==> config.mk <==
export PLATFORM = sky130hd
export DESIGN_NAME = elevator_scan_ctrl
export DESIGN_NICKNAME = d
export VERILOG_FILES = /design/src/rtl/elevator_pkg.sv /design/src/rtl/elevator_call_reg.sv /design/src/rtl/elevator_scan_ctrl.sv
export SDC_FILE = /design/constraint.sdc
export NUM_CORES = 1
export LEC_CHECK = 0
export BUFFER_PORTS_ARGS = -buffer_cell sky130_fd_sc_hd__buf_2
export CORE_UTILIZATION = 59
export CTS_CLUSTER_SIZE = 40
export DETAILED_ROUTE_END_ITERATION = 6
export GPL_TIMING_DRIVEN = 0
export PLACE_DENSITY = 0.86
export REMOVE_ABC_BUFFERS = 1
export SLEW_MARGIN = 0
export SYNTH_ARGS = -nofsm -noshare
export SYNTH_HDL_FRONTEND = slang
export SYNTH_SLANG_ARGS = --single-unit
==> constraint.sdc <==
create_clock -name clk -period 3.3 [get_ports clk]
set_input_delay 0.165 -clock clk [delete_from_list [all_inputs] [get_ports clk]]
set_output_delay 0.165 -clock clk [all_outputs]
set_load 0.1 [all_outputs]
==> src/rtl/elevator_pkg.sv <==
// Shared encodings for the SCAN elevator controller.
package elevator_pkg;

  typedef enum logic [1:0] {
    IDLE      = 2'd0,
    MOVE_UP   = 2'd1,
    MOVE_DOWN = 2'd2,
    DOOR_OPEN = 2'd3
  } state_t;

  localparam logic DIR_UP   = 1'b1;
  localparam logic DIR_DOWN = 1'b0;

endpackage

==> src/rtl/elevator_call_reg.sv <==
// Latched call bitmap (clear beats set on the same edge) plus the
// above/below/here reductions against the cab position.
module elevator_call_reg #(
  parameter int NUM_FLOORS = 10,
  parameter int FLOOR_W    = 4
) (
  input  logic                  clk,
  input  logic                  reset,
  input  logic                  set_en,
  input  logic [FLOOR_W-1:0]    set_floor,
  input  logic                  clr_en,
  input  logic [FLOOR_W-1:0]    clr_floor,
  input  logic [FLOOR_W-1:0]    current_floor,
  input  logic [FLOOR_W-1:0]    query_floor,
  output logic [NUM_FLOORS-1:0] pending,
  output logic                  above,
  output logic                  below,
  output logic                  here,
  output logic                  query_hit
);

  logic [NUM_FLOORS-1:0] pending_d;

  // Out-of-range floors match no bit, so they fall through untouched.
  always_comb begin
    pending_d = pending;
    for (int i = 0; i < NUM_FLOORS; i++) begin
      if (set_en && set_floor == FLOOR_W'(i)) pending_d[i] = 1'b1;
      if (clr_en && clr_floor == FLOOR_W'(i)) pending_d[i] = 1'b0;
    end
  end

  always_ff @(posedge clk or posedge reset) begin
    if (reset) pending <= '0;
    else       pending <= pending_d;
  end

  always_comb begin
    above     = 1'b0;
    below     = 1'b0;
    here      = 1'b0;
    query_hit = 1'b0;
    for (int i = 0; i < NUM_FLOORS; i++) begin
      if (pending[i]) begin
        if (FLOOR_W'(i) > current_floor)  above     = 1'b1;
        if (FLOOR_W'(i) < current_floor)  below     = 1'b1;
        if (FLOOR_W'(i) == current_floor) here      = 1'b1;
        if (FLOOR_W'(i) == query_floor)   query_hit = 1'b1;
      end
    end
  end

endmodule

==> src/rtl/elevator_scan_ctrl.sv <==
// SCAN elevator controller: travel/door timing and direction scheduling
// on top of the latched call bitmap.
//   state     | meaning
//   IDLE      | parked, no call being served
//   MOVE_UP   | travelling toward higher floors
//   MOVE_DOWN | travelling toward lower floors
//   DOOR_OPEN | stopped at a served floor, dwell running
module elevator_scan_ctrl
  import elevator_pkg::*;
#(
  parameter int NUM_FLOORS    = 10,
  parameter int FLOOR_W       = 4,
  parameter int TRAVEL_CYCLES = 16,
  parameter int DOOR_CYCLES   = 32
) (
  input  logic                  clk,
  input  logic                  reset,
  input  logic                  call_valid,
  input  logic [FLOOR_W-1:0]    call_floor,
  output logic [NUM_FLOORS-1:0] pending,
  output logic [FLOOR_W-1:0]    current_floor,
  output logic [1:0]            state,
  output logic                  dir_up,
  output logic                  door_open,
  output logic                  arrive
);

  localparam int TRAVEL_W = (TRAVEL_CYCLES > 1) ? $clog2(TRAVEL_CYCLES) : 1;
  localparam int DOOR_W   = (DOOR_CYCLES > 1) ? $clog2(DOOR_CYCLES) : 1;
  localparam logic [TRAVEL_W-1:0] TRAVEL_LAST = TRAVEL_W'(TRAVEL_CYCLES - 1);
  localparam logic [TRAVEL_W-1:0] TRAVEL_ONE  = TRAVEL_W'(1);
  localparam logic [DOOR_W-1:0]   DOOR_LAST   = DOOR_W'(DOOR_CYCLES - 1);
  localparam logic [DOOR_W-1:0]   DOOR_ONE    = DOOR_W'(1);
  localparam logic [FLOOR_W-1:0]  TOP_FLOOR   = FLOOR_W'(NUM_FLOORS - 1);
  localparam logic [FLOOR_W-1:0]  ONE_FLOOR   = FLOOR_W'(1);

  state_t                state_q, state_d;
  logic [FLOOR_W-1:0]    floor_d, query_floor, clr_floor;
  logic                  dir_d, arrive_d;
  logic [TRAVEL_W-1:0]   travel_cnt, travel_cnt_d;
  logic [DOOR_W-1:0]     door_cnt, door_cnt_d;
  logic                  set_en, clr_en, hold_door;
  logic                  above, below, here, query_hit;

  // A call for the floor we are standing at with the door open just extends the dwell.
  assign hold_door   = call_valid && (state_q == DOOR_OPEN) && (call_floor == current_floor);
  assign set_en      = call_valid && !hold_door;
  assign query_floor = (state_q == MOVE_DOWN) ? current_floor - ONE_FLOOR
                                              : current_floor + ONE_FLOOR;

  elevator_call_reg #(
    .NUM_FLOORS (NUM_FLOORS),
    .FLOOR_W    (FLOOR_W)
  ) u_call_reg (
    .clk           (clk),
    .reset         (reset),
    .set_en        (set_en),
    .set_floor     (call_floor),
    .clr_en        (clr_en),
    .clr_floor     (clr_floor),
    .current_floor (current_floor),
    .query_floor   (query_floor),
    .pending       (pending),
    .above         (above),
    .below         (below),
    .here          (here),
    .query_hit     (query_hit)
  );

  always_ff @(posedge clk or posedge reset) begin
    if (reset) begin
      state_q       <= IDLE;
      current_floor <= '0;
      dir_up        <= DIR_UP;
      arrive        <= 1'b0;
      travel_cnt    <= '0;
      door_cnt      <= '0;
    end else begin
      state_q       <= state_d;
      current_floor <= floor_d;
      dir_up        <= dir_d;
      arrive        <= arrive_d;
      travel_cnt    <= travel_cnt_d;
      door_cnt      <= door_cnt_d;
    end
  end

  always_comb begin
    state_d      = state_q;
    floor_d      = current_floor;
    dir_d        = dir_up;
    arrive_d     = 1'b0;
    travel_cnt_d = '0;
    door_cnt_d   = '0;
    clr_en       = 1'b0;
    clr_floor    = query_floor;
    case (state_q)
      IDLE: begin
        if (here) begin
          state_d   = DOOR_OPEN;
          clr_en    = 1'b1;
          clr_floor = current_floor;
          arrive_d  = 1'b1;
        end else if (above && (dir_up || !below)) begin
          state_d = MOVE_UP;
          dir_d   = DIR_UP;
        end else if (below) begin
          state_d = MOVE_DOWN;
          dir_d   = DIR_DOWN;
        end
      end
      MOVE_UP, MOVE_DOWN: begin
        travel_cnt_d = travel_cnt + TRAVEL_ONE;
        if (travel_cnt == TRAVEL_LAST) begin
          travel_cnt_d = '0;
          // Unreachable with consistent pending state; park rather than wrap.
          if ((state_q == MOVE_UP && current_floor == TOP_FLOOR) ||
              (state_q == MOVE_DOWN && current_floor == '0)) begin
            state_d = IDLE;
          end else begin
            floor_d = query_floor;
            if (query_hit) begin
              state_d  = DOOR_OPEN;
              clr_en   = 1'b1;
              arrive_d = 1'b1;
            end
          end
        end
      end
      DOOR_OPEN: begin
        door_cnt_d = door_cnt + DOOR_ONE;
        if (hold_door) begin
          door_cnt_d = '0;
        end else if (door_cnt == DOOR_LAST) begin
          door_cnt_d = '0;
          if (dir_up && above) begin
            state_d = MOVE_UP;
          end else if (!dir_up && below) begin
            state_d = MOVE_DOWN;
          end else if (dir_up && below) begin
            state_d = MOVE_DOWN;
            dir_d   = DIR_DOWN;
          end else if (!dir_up && above) begin
            state_d = MOVE_UP;
            dir_d   = DIR_UP;
          end else begin
            state_d = IDLE;
          end
        end
      end
      default: state_d = IDLE;
    endcase
  end

  always_comb begin
    state     = state_q;
    door_open = (state_q == DOOR_OPEN);
  end

endmodule

==> results of run 1 <==
Yosys cell counts, types with 4 or more instances:
| master | count | area share [%] |
|---|---|---|
| dfrtp_1 | 26 | 29 |
| nand2_1 | 15 | 2.5 |
| nor2b_1 | 4 | 1.1 |
| inv_1 | 13 | 2.2 |
| nand2b_1 | 6 | 1.7 |
| o21ai_0 | 6 | 1.3 |
| a21oi_1 | 24 | 5.4 |
| buf_2 | 4 | 0.90 |
| and3_1 | 6 | 1.7 |
| xnor2_1 | 4 | 1.6 |
| nand3_1 | 7 | 1.6 |
| mux2i_1 | 5 | 2.2 |
| nor3_1 | 4 | 0.90 |
| nor2_1 | 21 | 3.5 |
| ha_1 | 13 | 7.3 |
through the flow:
step,std cells,hold WS [ns],util (%)
global placement,305,0.4378,67.71
CTS,309,0.1540,69.12
finish,309,0.1129,69.16
detailed placement,305,0.4584,67.71
floorplan,234,0.2170,-
global route,309,0.1906,69.16
layer usage:
metal / vias up / wire length, um / track usage, %
li1: 932 / - / -
met1: 953 / 2421 / 41.59
met2: 104 / 2599 / 48.67
met3: 15 / 413 / 3.080
met4: 0 / 161 / 10.51
met5: - / 0 / 0
power by group through the flow:
stage	logic (mW)	registers [mW]	clock network [mW]
after global placement	1.04	0.511	0
after global routing	1.15	0.525	0.217
final	1.08	0.512	0.196
after CTS	1.07	0.507	0.197
after detailed placement	1.06	0.514	0
after floorplan	0.551	0.819	0
registers in the layout, summed over array words and instances (netlist names):
register            count
state                   2
door_cnt                5
arrive                  1
dir_up                  1
travel_cnt              4
current_floor           4
u_call_reg.pending     10
layout make-up:
| class | count | share of cell area [%] |
|---|---|---|
| Multi-Input combinational cell | 193 | 59.89 |
| Tap cell | 46 | 2.400 |
| Clock buffer | 3 | 1.721 |
| Sequential cell | 27 | 28.27 |
| Inverter | 14 | 2.191 |
| Clock inverter | 1 | 0.3130 |
| Timing Repair Buffer | 25 | 5.216 |
cells by family (layout without fill, tap and decap cells):
family	Yosys count	count (layout)	synth area share, %
mux	9	9	4.781
buf+inv	23	43	5.005
compound gates	74	74	23.51
simple gates	87	87	23.28
flops	27	27	30.43
fa+ha+maj	14	14	7.762
xor+xnor	9	9	5.231
layout by cell type, fill, tap and decap left out, drive strengths merged, types with 3 or more instances in the layout:
master,instances
dfrtp,26
buf,25
a21oi,24
nor2,22
nand2,15
inv,14
ha,13
nand3,7
o21ai,7
nand2b,6
and3,6
mux2i,6
xnor2,5
nor2b,4
nor3,4
nor4,4
o31ai,4
a211oi,4
o22ai,4
xor2,4
nor4b,4
a21boi,3
a22oi,3
a21o,3
nand3b,3
o211ai,3
clkbuf,3
mux2,3
a22o,3
and2,3
how the worst min path moves through the flow:
stage,slack (ns),startpoint,endpoint,cells after the start
final,0.11,reset,door_cnt[2],2
after global routing,0.19,reset,u_call_reg.pending[8],2
after CTS,0.15,reset,door_cnt[1],2
after detailed placement,0.46,reset,door_cnt[1],2
after global placement,0.44,reset,u_call_reg.pending[8],2
after floorplan,0.22,reset,arrive,1
worst max-delay path: stages, from the launching register on:
cell      delay, ns
dfrtp_1        0.69
inv_2          0.18
ha_1           0.52
xor2_4         0.24
mux2_1         0.37
a221oi_2       0.28
a211oi_2       0.09
a211oi_1       0.27
or3_4          0.20
mux2i_1        0.19
repair_timing:
action / CTS / global route
hold buffers: 0 / 0
endpoints found under the setup margin: 0 / 12
gates resized for setup: 0 / 1
==> run metrics, run 1 <==
crit end category=flop; Layout fillers=291; Mapped Area=around 2200 um2; post-DR vias/cell=approximately 6.5; Crit. Startpoint=current_floor[1]; final wirelength=approximately 5600 um; Core Rows=21; final setup violation count=0; Synth Register Bits=27; Final GP Congestion=about 0.95; vias=2004; synth warn=0; WS Path Type=flop to flop; all-layer global routing usage=a little under a third; Power Density=744.4 nW/um2; Slew headroom=between 30% and 40%; Residual DRC=0; RR Endpoint=state[0]; status=finished, final reports clean; Max Buffers Root-to-Sink=2; DR pass1 iterations=5; first-pass GRT wire length=9473 um; largest net degree at the start of global routing=28; P&R area growth vs syn=7.818%; Primary FF master, synth=dfrtp_1; Worst EP required=between 3 and 4 ns; share of cells above drive strength 1=approximately a fifth; H-tree levels=1; HP Class=input port to async pin; die height=between 60 and 70 um; RR Startpoint=current_floor[1]; EDFF count, synth=0; number of distinct library cells after synthesis=between 60 and 70; Setup Slack @ Placement=around 0.069 ns; n_diodes=0; nets@finish=284; CTS tree=built; cell internal pwr=roughly 0.8 mW; die width=about 63 um; Critical Path End=state[0]; Storage cell area=678.2 um2; placed inst area=between 2000 and 2500 um2; antenna violations before repair=0; Clock Root Buffer=clkbuf_8; fmax=around 0.32 GHz; cells after synthesis=243; I/O Pins=26; Routed Antenna Nets=0; clk sinks=27; Setup Buffers After CTS=0; vias in the first global route=approximately 1900; worst skew pair latency=0.28 ns; multi-input gate area in the final layout=1436 um2; Clk network pwr share=approximately 11%; Total Power=roughly 1.8 mW; RSZ-0062 raised after global routing=no; skew final=0.002537 ns; Sw Pwr=0.9867 mW; peak supply drop=0.5779 mV; Hold Vio Cnt, Final=0; Starting Density=between 60% and 70%; Static Leak=1.044 nW; setup ws final=0.1932 ns; combinational share of power=60.3%; sequential fraction of the synthesis area=30.43%; Iter 0 DRT Violations=140; Synth async-reset ratio=100.0%; CP arrival=3.31 ns; CTS clk-pin slew, worst paths=approximately 0.10 ns; synthesized area per cell=9.155 um2; Seq pwr share=approximately 29%; total gr overflow=0; Max Slew Vio Count=0; CORE AREA=3468 um2; Final min period=between 3 and 4 ns; TritonCTS Buffers=3; Routed wire per std cell=between 15 and 20 um; setup TNS=0 ns; hpwl dp=4099 um; r2r setup slk=approximately 0.19 ns; Design Area, Final=~2400 um2; crit path max fanout=13; Max-cap violations=0; Reg2Reg Depth=9; I/O Buffers=25; Worst Setup Start Kind=flop; crit share post-route=94.15%; die area=~4000 um2; worst-margin pin slew=~1.0 ns; Sw Ratio=55.27%
(Power assumes the default switching activity.)
==> inputs of run 2 (changes only) <==
- CORE_UTILIZATION: 59 -> 58
- PLACE_DENSITY: 0.86 -> 0.85
- SYNTH_HIERARCHICAL: not set -> 1
==> run metrics, run 2 <==
top post-synthesis cells by area=dfrtp_1 32%, a21oi_1 7.0%, ha_1 5.5% (was dfrtp_1 29%, ha_1 7.3%, a21oi_1 5.4%); met1 WL=2078 um (was 2421 um); Final min period=3.089 ns (was 3.107 ns); largest net degree at the start of global routing=25 (was 28); final setup violation count=0 (unchanged); routed wl met3=185 um (was 413 um); max FFs per register=10 (unchanged); DR pass1 iterations=4 (was 5); Design Area, Final=2243 um2 (was 2399 um2); RSZ-0062 raised after global routing=no (unchanged); Final Core Density=66.70% (was 69.16%); Mapped Area=2059 um2 (was 2225 um2); Routed wire per std cell=15.40 um (was 18.11 um); skew final=0.008745 ns (was 0.002537 ns); Power Density=848.7 nW/um2 (was 744.4 nW/um2); setup TNS=0 ns (unchanged); status=finished, final reports clean (unchanged); metal2 WL=2169 um (was 2599 um); vias in the first global route=1615 (was 1949); H-tree levels=1 (unchanged); register with the most flip-flops=u_call_reg/pending (was u_call_reg.pending); CTS clk-pin slew, worst paths=0.15 ns (was 0.10 ns); die height=61.59 um (was 63.41 um); TritonCTS Buffers=3 (unchanged); final wirelength=4527 um (was 5597 um); CTS tree=built (unchanged); Yosys top cell area share=31.59% (was 29.25%); die width=61.59 um (was 63.41 um); CORE AREA=3363 um2 (was 3468 um2); vias=1807 (was 2004); Worst Setup Start Kind=flop (unchanged); post-DR vias/cell=6.146 (was 6.485); most frequent cells in the layout=28 x a21oi_1, 25 x buf_2, 24 x dfrtp_1 (was 25 x dfrtp_1, 25 x buf_2, 24 x a21oi_1); crit path max fanout=6 (was 13); Slew headroom=46.54% (was 32.45%); Residual DRC=0 (unchanged); post-synth top area cell=dfrtp_1 (unchanged); die area=3793 um2 (was 4020 um2); antenna violations before repair=0 (unchanged); crit end category=flop (unchanged); worst-margin pin slew=0.8018 ns (was 1.012 ns); worst skew pair latency=0.34 ns (was 0.28 ns); Worst path most repeated cell=a21oi_1; Starting Density=61.24% (was 64.14%); placed inst area=2166 um2 (was 2349 um2); Synth Register Bits=27 (unchanged); Final GP Congestion=0.8883 (was 0.9511); I/O Buffers=25 (unchanged); Routed Antenna Nets=0 (unchanged); number of distinct library cells after synthesis=53 (was 68); all-layer global routing usage=26.70% (was 30.08%); I/O Pins=26 (unchanged); Hold Slack=0.2424 ns (was 0.1129 ns); total gr overflow=0 (unchanged); CP max stage delay=0.44 ns (was 0.69 ns); Static Leak=1.033 nW (was 1.044 nW); Primary FF master, synth=dfrtp_1 (unchanged); sequential fraction of the synthesis area=32.87% (was 30.43%); Max Slew Vio Count=0 (unchanged); Iter 0 DRT Violations=77 (was 140); Clock Root Buffer=clkbuf_4 (was clkbuf_8); CP arrival=3.31 ns (about the same); cells after synthesis=228 (was 243); crit share post-route=93.61% (was 94.15%); Synth async-reset ratio=100.0% (unchanged); cells along the critical path=inv_1, ha_2, xor2_1, ha_1, a21oi_1, xnor2_2, mux2i_1, nor4b_1, a31oi_1, o21ai_0, o2111ai_1, a21oi_2, nor3b_4, a21oi_1 (was inv_2, ha_1, xor2_4, mux2_1, a221oi_2, a211oi_2, a211oi_1, or3_4, mux2i_1); fmax=0.3237 GHz (was 0.3219 GHz); hpwl dp=3295 um (was 4099 um); most common cell after layout, fill and taps aside=a21oi_1; Core Rows=21 (unchanged); first-pass GRT wire length=7438 um (was 9473 um); Worst EP required=3.52 ns (was 3.50 ns); HP Class=input port to flop (was input port to async pin); Max-cap violations=0 (unchanged); n_diodes=0 (unchanged); Hold Vio Cnt, Final=0 (unchanged); Regs by FF count=u_call_reg/pending x10, door_cnt x5 (was u_call_reg.pending x10, door_cnt x5); EDFF count, synth=0 (unchanged); share of cells above drive strength 1=21.37% (was 20.15%); Total Power=1.904 mW (was 1.785 mW); most frequent cell after synthesis=a21oi_1 (was dfrtp_1); most common library cells after synthesis=29 x a21oi_1, 26 x dfrtp_1, 20 x nor2_1 (was 26 x dfrtp_1, 24 x a21oi_1, 21 x nor2_1); Max Buffers Root-to-Sink=2 (unchanged); top sig layer=met4 (unchanged); synth warn=6 (was 0); peak supply drop=1.067 mV (was 0.5779 mV); Worst path slowest cell=dfrtp_1 (unchanged); WS Path Type=flop to flop (unchanged); clk sinks=27 (unchanged); synthesized area per cell=9.033 um2 (was 9.155 um2); nets@finish=265 (was 284); P&R area growth vs syn=8.931% (was 7.818%)
run 2: logic make-up (layout without fill, tap and decap cells):
kind of cell | Yosys count | in the layout | share of synthesized area (%)
AOI/OAI and AO/OA | 64 | 64 | 20.05
and+or+nand+nor | 77 | 77 | 20.84
xor gates and xnor gates | 14 | 14 | 6.683
adders and majority gates | 9 | 9 | 5.468
buffers and inverters | 21 | 41 | 5.528
muxes | 16 | 16 | 8.566
DFF | 27 | 27 | 32.87
run 2: path summary, 6_finish.rpt:
check | start | end | slack (ns) | depth (start not counted)
hold / removal | call_floor[3] | u_call_reg/pending[6] | 0.24 | 4
min in group asynchronous | reset | u_call_reg/pending[0] | 0.34 | 3
max in group asynchronous | reset | current_floor[1] | 2.44 | 3
setup reg to reg | state[0] | u_call_reg/pending[4] | 0.21 | 14
hold reg to reg | door_cnt[0] | door_cnt[0] | 0.47 | 1
setup / recovery | state[0] | u_call_reg/pending[4] | 0.21 | 14
run 2: cell type report:
cell class,count,area [um2]
fillers,302,1120
clock buffers,3,22.52
clock inverters,1,7.507
well taps,46,57.56
repair buffers,27,142.6
flip-flops and latches,27,679.4
inverters,10,37.54
multi-input cells,180,1296
run 2: worst max-delay path, delay by kind of cell, from the launching register on:
kind            cells  cell delay, ns
simple gates        2            0.57
compound gates      6            1.01
flops               1            0.44
xor+xnor            2            0.25
mux                 1            0.11
fa+ha+maj           2            0.44
buf+inv             1            0.14
run 2: routing by layer:
layer	up-vias	GRT usage, %
met3	11	3.571
met2	56	42.24
met1	876	37.80
li1	864	-
met5	-	0
met4	0	8.889
run 2: report_power, final:
group | switching, mW | total [mW] | internal (mW) | leakage, nW
registers | 0.124 | 0.544 | 0.420 | 0.325
logic | 0.881 | 1.21 | 0.329 | 0.693
clock network | 0.104 | 0.150 | 0.0465 | 0.0139
run 2: stage by stage:
stage	instances	worst slack, ns
3_3_place_gp	288	-0.08687
5_1_grt	294	0.01408
3_5_place_dp	288	-0.2023
4_1_cts	293	0.007110
6_report	294	0.2110
2_1_floorplan	217	-0.3909
run 2: what timing repair did:
item | CTS | global route
endpoints found under the setup margin | 10 | 10
hold buffers | 1 | 0
resized for setup | 3 | 5
pin swaps | 0 | 2
setup buffers | 0 | 1
endpoints found under the hold margin | 26 | 0
==> inputs of run 3 (changes only) <==
- CORE_UTILIZATION: 58 -> 35
- PLACE_DENSITY: 0.85 -> 0.58
==> run metrics, run 3 (synthesis gave the netlist of run 2 again) <==
Regs by FF count=u_call_reg/pending x10, door_cnt x5 (unchanged); worst skew pair latency=0.27 ns (was 0.34 ns); cell internal pwr=0.8671 mW (was 0.7951 mW); Max-cap violations=0 (unchanged); crit end category=flop (unchanged); die height=78.71 um (was 61.59 um); Clock Root Buffer=clkbuf_8 (was clkbuf_4); Core Rows=27 (was 21); vias in the first global route=1679 (was 1615); combinational share of power=62.7% (was 63.5%); Static Leak=1.064 nW (was 1.033 nW); first-pass GRT wire length=8383 um (was 7438 um); H-tree levels=1 (unchanged); Hold Vio Cnt, Final=0 (unchanged); Buffers & Inverters on Critical Path=1 (unchanged); peak supply drop=0.6119 mV (was 1.067 mV); r2r setup slk=0.31 ns (was 0.21 ns); fmax=0.3346 GHz (was 0.3237 GHz); DR pass1 iterations=4 (unchanged); cells along the critical path=inv_2, ha_4, xor2_1, ha_1, a21oi_1, xnor2_2, mux2i_1, nor4b_1, a31oi_1, o21ai_1, o2111ai_1, a21oi_2, nor3b_4, a21oi_1 (was inv_1, ha_2, xor2_1, ha_1, a21oi_1, xnor2_2, mux2i_1, nor4b_1, a31oi_1, o21ai_0, o2111ai_1, a21oi_2, nor3b_4, a21oi_1); Iter 0 DRT Violations=102 (was 77); all-layer global routing usage=17.06% (was 26.70%); Inst Count DP=314 (was 288); CP max stage delay=0.43 ns (was 0.44 ns); Design Area, Final=2340 um2 (was 2243 um2); Worst Setup Start Kind=flop (unchanged); fin cells=325 (was 294); Seq pwr share=27.5% (was 28.6%); Slew headroom=52.98% (was 46.54%); die width=78.71 um (was 61.59 um); I/O Buffers=25 (unchanged); min-delay src=call_floor[0] (was call_floor[3]); Starting Density=36.95% (was 61.24%); final wirelength=4933 um (was 4527 um); Final min period=2.988 ns (was 3.089 ns); share of cells above drive strength 1=23.32% (was 21.37%); Final GP Congestion=0.8135 (was 0.8883); antenna violations before repair=0 (unchanged); Residual DRC=0 (unchanged); Crit. Startpoint=state[0] (unchanged); hpwl dp=3350 um (was 3295 um); HP Class=input port to flop (unchanged); Critical Path End=u_call_reg/pending[4] (unchanged); CTS tree=built (unchanged); I/O Pins=26 (unchanged); setup TNS=0 ns (unchanged); nets@finish=270 (was 265); status=finished, final reports clean (unchanged); crit path max fanout=6 (unchanged); Reg2Reg Depth=14 (unchanged); Sw Ratio=56.50% (was 58.24%); Worst path slowest cell=dfrtp_1 (unchanged); RR Endpoint=u_call_reg/pending[4] (unchanged); P&R area growth vs syn=13.61% (was 8.931%); placed inst area=2198 um2 (was 2166 um2); CTS clk-pin slew, worst paths=0.10 ns (was 0.15 ns); Top delay family on crit path=compound AO/OA/AOI/OAI gates (unchanged); WS Path Type=flop to flop (unchanged); CORE AREA=5574 um2 (was 3363 um2); worst-margin pin slew=0.7054 ns (was 0.8018 ns); die area=6195 um2 (was 3793 um2); total gr overflow=0 (unchanged); crit share post-route=90.56% (was 93.61%); most common cell after layout, fill and taps aside=a21oi_1 (unchanged); Max Slew Vio Count=0 (unchanged); post-DR vias/cell=5.437 (was 6.146); vias=1767 (was 1807); CP arrival=3.14 ns (was 3.31 ns); RR Startpoint=state[0] (unchanged); Worst path most repeated cell=a21oi_1 (unchanged); Routed Antenna Nets=0 (unchanged); largest net degree at the start of global routing=25 (unchanged); Worst EP required=3.45 ns (was 3.52 ns); Sw Pwr=1.126 mW (was 1.109 mW); n_diodes=0 (unchanged); skew final=0.002866 ns (was 0.008745 ns); Routed wire per std cell=15.18 um (was 15.40 um); max FFs per register=10 (unchanged); clk sinks=27 (unchanged); Clk network pwr share=9.8% (was 7.9%); most frequent cells in the layout=28 x a21oi_1, 25 x buf_2, 23 x dfrtp_1 (was 28 x a21oi_1, 25 x buf_2, 24 x dfrtp_1); final setup violation count=0 (unchanged); Max Buffers Root-to-Sink=2 (unchanged); TritonCTS Buffers=3 (unchanged); critical path depth=14 (unchanged); register with the most flip-flops=u_call_reg/pending (unchanged); Power Density=851.9 nW/um2 (was 848.7 nW/um2)
## run 3: timing repair
action | in CTS | in global routing
pin swaps | 0 | 3
hold buffers | 1 | 0
endpoints found under the hold margin | 10 | 0
setup buffers | 0 | 6
gates resized for setup | 4 | 8
setup endpoints to repair | 10 | 10
## run 3: worst min-delay path by stage
stage | endpoint | slack (ns) | cells after the start
6_report | u_call_reg/pending[6] | 0.30 | 4
5_1_grt | u_call_reg/pending[7] | 0.34 | 4
4_1_cts | u_call_reg/pending[6] | 0.30 | 4
3_5_place_dp | u_call_reg/pending[3] | 0.17 | 2
3_3_place_gp | u_call_reg/pending[3] | 0.17 | 2
2_1_floorplan | u_call_reg/pending[0] | 0.005 | 1
## run 3: power groups by stage
| stage | Clock, mW | Sequential [mW] | Combinational, mW |
|---|---|---|---|
| floorplan | 0 | 0.939 | 0.563 |
| global placement | 0 | 0.552 | 1.17 |
| detailed placement | 0 | 0.552 | 1.17 |
| CTS | 0.201 | 0.547 | 1.19 |
| global route | 0.214 | 0.565 | 1.34 |
| finish | 0.194 | 0.549 | 1.25 |
## run 3: layout make-up
| type | count | area [um2] |
|---|---|---|
| inverter | 10 | 37.54 |
| fill | 573 | 3234 |
| tap | 72 | 90.09 |
| sequential | 27 | 680.7 |
| clock buffer | 4 | 45.04 |
| multi-input combinational | 180 | 1306 |
| timing repair buffer | 32 | 180.2 |
## run 3: worst min-delay path, stage by stage
cell	delay, ns
buf_2	0.12
nor2_1	0.07
a21oi_1	0.13
a21oi_1	0.05
## run 3: metrics by stage
stage | setup WS [ns] | hold WS [ns] | utilization [%] | total power, mW
6_report | 0.3115 | 0.3011 | 41.98 | 1.993
5_1_grt | -0.009284 | 0.3393 | 41.98 | 2.122
4_1_cts | 0.03205 | 0.2996 | 40.70 | 1.933
3_5_place_dp | -0.2042 | 0.1705 | 39.44 | 1.727
3_3_place_gp | -0.2613 | 0.1706 | 39.44 | 1.722
2_1_floorplan | -0.3909 | 0.005178 | - | 1.501
## run 3: per-layer routing
metal / vias up / wire length, um / GRT usage [%]
met5: - / 0 / 0
met4: 0 / 64 / 5.000
met3: 6 / 179 / 2.529
met2: 39 / 2212 / 25.83
met1: 852 / 2476 / 24.91
li1: 870 / - / -
